**config.mk**
```make
export PLATFORM = sky130hd
export DESIGN_NAME = shiftreg_tx
export DESIGN_NICKNAME = d
export VERILOG_FILES = /design/src/rtl/shiftreg_pkg.sv /design/src/rtl/shiftreg_tx_phase.sv /design/src/rtl/shiftreg_tx.sv
export SDC_FILE = /design/constraint.sdc
export NUM_CORES = 1
export LEC_CHECK = 0
export CELL_PAD_IN_SITES_DETAIL_PLACEMENT = 1
export CELL_PAD_IN_SITES_GLOBAL_PLACEMENT = 1
export CORE_MARGIN = 2
export CORE_UTILIZATION = 30
export DETAILED_ROUTE_END_ITERATION = 7
export PLACE_DENSITY_LB_ADDON = 0.1
export SYNTH_ARGS = -nofsm -noshare
export SYNTH_HDL_FRONTEND = slang
export SYNTH_SLANG_ARGS = --single-unit
```
**constraint.sdc**
```tcl
create_clock -name clk -period 2.35 [get_ports clk]
set_clock_uncertainty 0.2 [all_clocks]
set_input_delay 0.235 -clock clk [delete_from_list [all_inputs] [get_ports clk]]
set_output_delay 0.235 -clock clk [all_outputs]
set_load 0.03 [all_outputs]
```
**src/rtl/shiftreg_pkg.sv**
```systemverilog
// Shared types and helpers for the 74HC595-style serial transmitter.
package shiftreg_pkg;

  // Transmitter frame phases.
  typedef enum logic [1:0] {
    ST_IDLE  = 2'd0,
    ST_LOW   = 2'd1,
    ST_HIGH  = 2'd2,
    ST_LATCH = 2'd3
  } state_t;

  // Counter width for a counter that runs 0..n-1; never narrower than 1 bit.
  function automatic int cnt_width(input int n);
    return (n > 1) ? $clog2(n) : 1;
  endfunction

  // Cycles with data_ready low for one frame: WIDTH low/high bit periods
  // followed by one latch half-period.
  function automatic int frame_len(input int width, input int clk_div);
    return 2 * width * clk_div + clk_div;
  endfunction

endpackage

```
**src/rtl/shiftreg_tx_phase.sv**
```systemverilog
// Half-period counter: counts 0..CLK_DIV-1 while enabled, wraps to 0 after
// the terminal count, and holds 0 while cleared.
module shiftreg_tx_phase
  import shiftreg_pkg::*;
#(
  parameter int CLK_DIV = 4,
  localparam int PW = cnt_width(CLK_DIV)
) (
  input  logic          clk,
  input  logic          reset,
  input  logic          clr,
  input  logic          en,
  output logic          terminal,
  output logic [PW-1:0] count
);

  localparam logic [PW-1:0] LAST = PW'(CLK_DIV - 1);

  // Terminal flags the last cycle of the current half-period.
  assign terminal = (count == LAST);

  // Count register; wraps on terminal so it never runs past CLK_DIV-1.
  always_ff @(posedge clk) begin
    if (reset || clr) begin
      count <= '0;
    end else if (en) begin
      count <= terminal ? '0 : count + PW'(1);
    end
  end

endmodule

```
**src/rtl/shiftreg_tx.sv**
```systemverilog
// Serial transmitter for a 74HC595 chain: accepts a parallel word, shifts it
// out on a divided serial clock, then pulses the storage latch.
//
// Handshake: a word is taken on any rising clk edge where data_valid and
// data_ready are both 1. data_ready is high only in IDLE; the host must hold
// data_valid (and data_in) until it sees data_ready. Valid while busy is
// ignored and data_in is not looked at again until the next IDLE.
//
// Every output is a flop loaded from next-state decode, so outputs change
// only on clk edges and shiftreg_clk cannot glitch. state_q is the FSM state
// for anyone probing the design.
module shiftreg_tx
  import shiftreg_pkg::*;
#(
  parameter int WIDTH     = 16,
  parameter int CLK_DIV   = 4,
  parameter bit MSB_FIRST = 1'b1
) (
  input  logic             clk,
  input  logic             reset,
  input  logic [WIDTH-1:0] data_in,
  input  logic             data_valid,
  output logic             data_ready,
  output logic             busy,
  output logic             done,
  output logic             shiftreg_clk,
  output logic             shiftreg_data,
  output logic             shiftreg_latch
);

  localparam int PW = cnt_width(CLK_DIV);
  localparam int BW = cnt_width(WIDTH);
  localparam logic [PW-1:0] PHASE_LAST = PW'(CLK_DIV - 1);
  localparam logic [BW-1:0] BIT_LAST   = BW'(WIDTH - 1);

  state_t           state_q;
  state_t           state_d;
  logic [WIDTH-1:0] buf_q;
  logic [WIDTH-1:0] buf_d;
  logic [BW-1:0]    bit_cnt_q;
  logic [BW-1:0]    bit_cnt_d;
  logic             phase_clr;
  logic             phase_en;
  logic             phase_term;
  logic [PW-1:0]    phase_cnt;
  logic [PW-1:0]    phase_cnt_d;
  logic             cur_bit;
  logic             in_bit;

  shiftreg_tx_phase #(
    .CLK_DIV (CLK_DIV)
  ) u_phase (
    .clk      (clk),
    .reset    (reset),
    .clr      (phase_clr),
    .en       (phase_en),
    .terminal (phase_term),
    .count    (phase_cnt)
  );

  // Next-state, buffer/bit-counter updates and phase counter control.
  always_comb begin
    state_d   = state_q;
    buf_d     = buf_q;
    bit_cnt_d = bit_cnt_q;
    phase_clr = 1'b0;
    phase_en  = 1'b0;
    case (state_q)
      ST_IDLE: begin
        phase_clr = 1'b1;
        if (data_valid) begin
          buf_d     = data_in;
          bit_cnt_d = BIT_LAST;
          state_d   = ST_LOW;
        end
      end
      ST_LOW: begin
        phase_en = 1'b1;
        if (phase_term) begin
          state_d = ST_HIGH;
        end
      end
      ST_HIGH: begin
        phase_en = 1'b1;
        if (phase_term) begin
          if (bit_cnt_q != '0) begin
            buf_d     = MSB_FIRST ? (buf_q << 1) : (buf_q >> 1);
            bit_cnt_d = bit_cnt_q - BW'(1);
            state_d   = ST_LOW;
          end else begin
            state_d = ST_LATCH;
          end
        end
      end
      ST_LATCH: begin
        phase_en = 1'b1;
        if (phase_term) begin
          state_d = ST_IDLE;
        end
      end
      default: begin
        state_d = ST_IDLE;
      end
    endcase
  end

  // Value the phase counter will hold next cycle (it wraps on every
  // state change), used to place done on the final latch cycle.
  always_comb begin
    phase_cnt_d = '0;
    if (phase_en && !phase_term) begin
      phase_cnt_d = phase_cnt + PW'(1);
    end
  end

  // Bit presented on SER next cycle, taken from the updated buffer so data
  // changes together with the falling edge of shiftreg_clk.
  always_comb begin
    cur_bit = MSB_FIRST ? buf_d[WIDTH-1] : buf_d[0];
    in_bit  = (state_d == ST_LOW) || (state_d == ST_HIGH);
  end

  // FSM state register.
  always_ff @(posedge clk) begin
    if (reset) begin
      state_q <= ST_IDLE;
    end else begin
      state_q <= state_d;
    end
  end

  // Datapath and registered outputs; reset aborts any frame with no latch.
  always_ff @(posedge clk) begin
    if (reset) begin
      buf_q          <= '0;
      bit_cnt_q      <= '0;
      data_ready     <= 1'b1;
      busy           <= 1'b0;
      done           <= 1'b0;
      shiftreg_clk   <= 1'b0;
      shiftreg_data  <= 1'b0;
      shiftreg_latch <= 1'b0;
    end else begin
      buf_q          <= buf_d;
      bit_cnt_q      <= bit_cnt_d;
      data_ready     <= (state_d == ST_IDLE);
      busy           <= (state_d != ST_IDLE);
      done           <= (state_d == ST_LATCH) && (phase_cnt_d == PHASE_LAST);
      shiftreg_clk   <= (state_d == ST_HIGH);
      shiftreg_data  <= in_bit && cur_bit;
      shiftreg_latch <= (state_d == ST_LATCH);
    end
  end

endmodule

```
==> key figures, run 1 <==
Yosys
  – Synth cell count leaders: 30 x sky130_fd_sc_hd__dfxtp_1, 17 x sky130_fd_sc_hd__nor2_1, 13 x sky130_fd_sc_hd__a22oi_1, 13 x sky130_fd_sc_hd__and4b_1, 11 x sky130_fd_sc_hd__a221oi_1
  – Post-synth top area cell: sky130_fd_sc_hd__dfxtp_1
  – Yosys cell types: 41
  – Total of flip-flops plus latches after synthesis: 30
  – Cell area after synthesis: 1580 um2
  – Async S/R FF share, synth: 0
  – Dominant cell by count in the synthesized netlist: sky130_fd_sc_hd__dfxtp_1
  – Fraction of post-synthesis cell area in the top cell type by area: 0.380
  – Area fraction in compound gates after synthesis: 0.249
  – Dominant combinational cell family by area after synthesis: compound AO/OA/AOI/OAI gates
  – Syn Nets: 184
  – XOR/XNOR share of the synthesized area: 0
  – Gate count after technology mapping: 160
  – Part of the Yosys area used for sequential elements: 0.380
  – Simple-gate share of the synthesized area: 0.244
  – Main synth FF type: sky130_fd_sc_hd__dfxtp_1
  – Multiplexer fraction of the synthesized cell area: 0
  – Cell types occupying the most area after synthesis: sky130_fd_sc_hd__dfxtp_1 38%, sky130_fd_sc_hd__and4b_1 8.2%, sky130_fd_sc_hd__a22oi_1 6.2%, sky130_fd_sc_hd__a221oi_1 6.1%, sky130_fd_sc_hd__nor2_1 4.0%
  – Adder-cell share of the synthesized area: 0.0396
  – Number of enable flip-flop cells after synthesis: 0
  – Post-synthesis area per instance: 9.87 um2
  – Syn. warnings: 0

Die
  – Core footprint: 5110 um2
  – Total Die Area: 5860 um2
  – Number of placed I/O pins: 25
  – Standard-cell row count: 26
  – Initial standard-cell utilization of the core: 0.309
  – Overall die width: 76.6 um
  – Overall die height: 76.6 um

Timing
  – Setup_tns: 0 ns
  – Final hold violations: 0
  – Worst relative slew slack: 0.498
  – Max Transition Viols Final: 0
  – Worst Tran Pin Value: 0.753 ns
  – Final period utilization: 0.879
  – Period minus WS final: 2.06 ns
  – Unrepaired setup endpoints after global routing: false
  – Max Freq: 0.484 GHz
  – Total of endpoints with negative setup slack in the final report: 0

Power
  – Static power due to leakage: 0.780 nW
  – Overall Power: 0.00118 W
  – VDD IR max: 0.302 mV
  – Net switching power figure: 0.000320 W
  – Pwr Density: 599 nW/um2
  – Net switching share of the total power: 0.272
  – Share of power burned in registers: 0.481
  – Internal: 0.000855 W
  – Comb pwr share: 0.189
  – Clk pwr share: 0.330

Worst setup path
  – Count of buffering cells on the critical path with inverters included: 1
  – Maximum fanout encountered on the critical timing path: 15
  – CP Data Arrival Time: 1.97 ns
  – Path type of the worst setup path: reg -> reg
  – Kind of launch point of the worst setup path: flip-flop
  – CP endpoint kind: flip-flop
  – Depth of the worst register-to-register path: 5
  – Cell type of the slowest stage on the worst timing path: sky130_fd_sc_hd__o21ai_2
  – RR Startpoint: bit_cnt_q[0]$_SDFFE_PP0P_
  – Setup slack of the worst register-to-register path: 0.29 ns
  – Data required time at the worst endpoint: 2.26 ns
  – Reg2Reg Capture Point: buf_q[2]$_SDFFE_PP0P_
  – Cells along the critical path: inv_1, ha_1, nor3b_4, o21ai_2, a221oi_1
  – Category of cells accounting for the largest share of critical-path delay: compound AO/OA/AOI/OAI gates
  – Max incr delay on CP: 0.61 ns

Clock tree
  – Clock tree buffer depth: 2
  – Clock insertion delay at the later pin of the skew report: 0.28 ns
  – Post-CTS Resized: 0
  – H-Tree Level Count: 2
  – Post-CTS Setup Repair Bufs: 0
  – Clock transition at the registers of the reported paths: 0.07 ns
  – Hold-fix buffers at CTS: 0
  – Clock tree from TritonCTS: yes
  – Cts bufs inserted: 5
  – Clock net sink count: 30
  – Buffer cell driving the clock tree root: sky130_fd_sc_hd__clkbuf_8

Placement
  – RD Place Congestion: 0.742
  – IO Port Bufs: 24
  – # placed instances: 247
  – Post-detailed-placement half-perimeter wirelength: 2850 um

Global routing
  – GRT overflow: 0
  – GRT Total Usage: 0.156
  – Maximum number of pins on one net before global-route repair: 30
  – Global-route wire length before repair: 7330 um
  – Vias in the first global route: 1,488
  – Number of antenna violations at the first check in global routing: 0

Detailed routing
  – Drt initial violations: 84
  – Routed Antenna Nets: 0
  – Total wire length: 4250 um
  – Total vias in the final route: 1,352
  – 1st-pass router iterations: 4
  – WL per Instance: 16.7 um
  – Drt via density: 5.32
  – Remaining routing DRC violations: 0

Final layout
  – Area taken by flip-flops and latches: 601 um2
  – Core Util, Final: 0.384
  – Share of final-layout standard cells stronger than drive strength 1: 0.152
  – Inserted Diodes: 0
  – Synthesis-to-finish area growth: 24.3%
  – Number of fill cells in the layout: 603
  – Net count reported at finish: 208
  – Multi-input combinational cell area: 841 um2
  – Non-filler instance count after layout: 254

Job
  – Maxcap violations: 0

Worst hold path
  – Worst min path class: reg -> reg
  – Worst Hold Endpoint: bit_cnt_q[1]$_SDFFE_PP0P_
  – Number of cells traversed by the worst hold path: 2
  – Critical hold path startpoint: bit_cnt_q[1]$_SDFFE_PP0P_

Status
  – Outcome: finished clean
[metrics by stage]
step	setup slack [ns]	instance area [um2]	hold slack, ns
after floorplan	0.483	1580	0.171
after global placement	0.310	1890	0.283
after detailed placement	0.275	1890	0.289
after CTS	0.267	1960	0.298
after global routing	0.116	1960	0.321
final	0.285	1960	0.302
[flip-flops by register name, indices dropped and copies added, names as in the netlist, 2 cells and up]
register and flops:
bit_cnt_q 4, buf_q 16, state_q 2, u_phase.count 2
[cell families after synthesis]
family,after synthesis
adder cells (fa/ha/maj),5
flip-flops,30
buffers and inverters,25
AND/OR/NAND/NOR,54
AO/OA/AOI/OAI,46
[worst min-delay path, delay by kind of cell (launching register included)]
kind            cells  cell delay (ns)
compound gates      1             0.08
flops               1             0.31
buf+inv             1             0.07
[power by group through the flow]
stage          sequential (W)  combinational, W  clock, W
2_1_floorplan        0.000579          0.000146         0
3_3_place_gp         0.000575          0.000219         0
4_1_cts              0.000567          0.000225  0.000405
3_5_place_dp         0.000578          0.000224         0
6_report             0.000566          0.000222  0.000387
5_1_grt              0.000572          0.000246  0.000431
[routing by layer]
metal,vias to the layer above,track usage,share of wire
li1,658,-,-
met1,670,0.201,0.46
met2,19,0.250,0.49
met3,5,0.0427,0.032
met4,0,0.0527,0.011
met5,-,0,0
[cells in the final DEF (no fill, tap or decap), types with 2 or more instances in the layout]
cell type                         synthesis  layout
sky130_fd_sc_hd__nand2_1                  2       2
sky130_fd_sc_hd__a21oi_1                  4       4
sky130_fd_sc_hd__clkdlybuf4s50_1          0      24
sky130_fd_sc_hd__ha_1                     5       5
sky130_fd_sc_hd__and4b_1                 13      13
sky130_fd_sc_hd__o211ai_1                 2       2
sky130_fd_sc_hd__nor2_1                  17      17
sky130_fd_sc_hd__and3b_1                  2       2
sky130_fd_sc_hd__clkbuf_1                 6       2
sky130_fd_sc_hd__dfxtp_1                 30      30
sky130_fd_sc_hd__a22oi_1                 13      13
sky130_fd_sc_hd__nor3b_1                  2       2
sky130_fd_sc_hd__o21a_1                   2       2
sky130_fd_sc_hd__a221oi_1                11      11
sky130_fd_sc_hd__a311oi_1                 2       2
sky130_fd_sc_hd__or3b_1                   3       3
sky130_fd_sc_hd__clkbuf_8                 0       5
sky130_fd_sc_hd__nor3_1                   4       4
sky130_fd_sc_hd__a31oi_1                  2       2
sky130_fd_sc_hd__inv_1                    7       7
sky130_fd_sc_hd__buf_4                    2       9
sky130_fd_sc_hd__a221oi_2                 3       3
[cell type report]
type,count,share of cell area
multi-input combinational,105,0.428
sequential,30,0.306
timing repair buffer,34,0.167
tap,70,0.0446
clock buffer,7,0.0389
inverter,8,0.0153
[worst max-delay path by stage]
| stage | start | to | slack [ns] | cells past startpoint |
|---|---|---|---|---|
| finish | bit_cnt_q[0]$_SDFFE_PP0P_ | buf_q[2]$_SDFFE_PP0P_ | 0.29 | 5 |
| global route | bit_cnt_q[0]$_SDFFE_PP0P_ | buf_q[6]$_SDFFE_PP0P_ | 0.12 | 5 |
| CTS | bit_cnt_q[0]$_SDFFE_PP0P_ | buf_q[2]$_SDFFE_PP0P_ | 0.27 | 5 |
| detailed placement | bit_cnt_q[0]$_SDFFE_PP0P_ | buf_q[2]$_SDFFE_PP0P_ | 0.28 | 5 |
| global placement | bit_cnt_q[0]$_SDFFE_PP0P_ | buf_q[2]$_SDFFE_PP0P_ | 0.31 | 5 |
| floorplan | u_phase.count[0]$_SDFFE_PP0N_ | done$_SDFF_PP0_ | 0.48 | 7 |
Note: power is estimated with default switching activity, not from simulation.
==> run 2: changes to the inputs <==
- HOLD_SLACK_MARGIN: unset -> 0.05
==> results of run 2 <==
The final DEF is identical to that of run 1; final timing and power are the same.
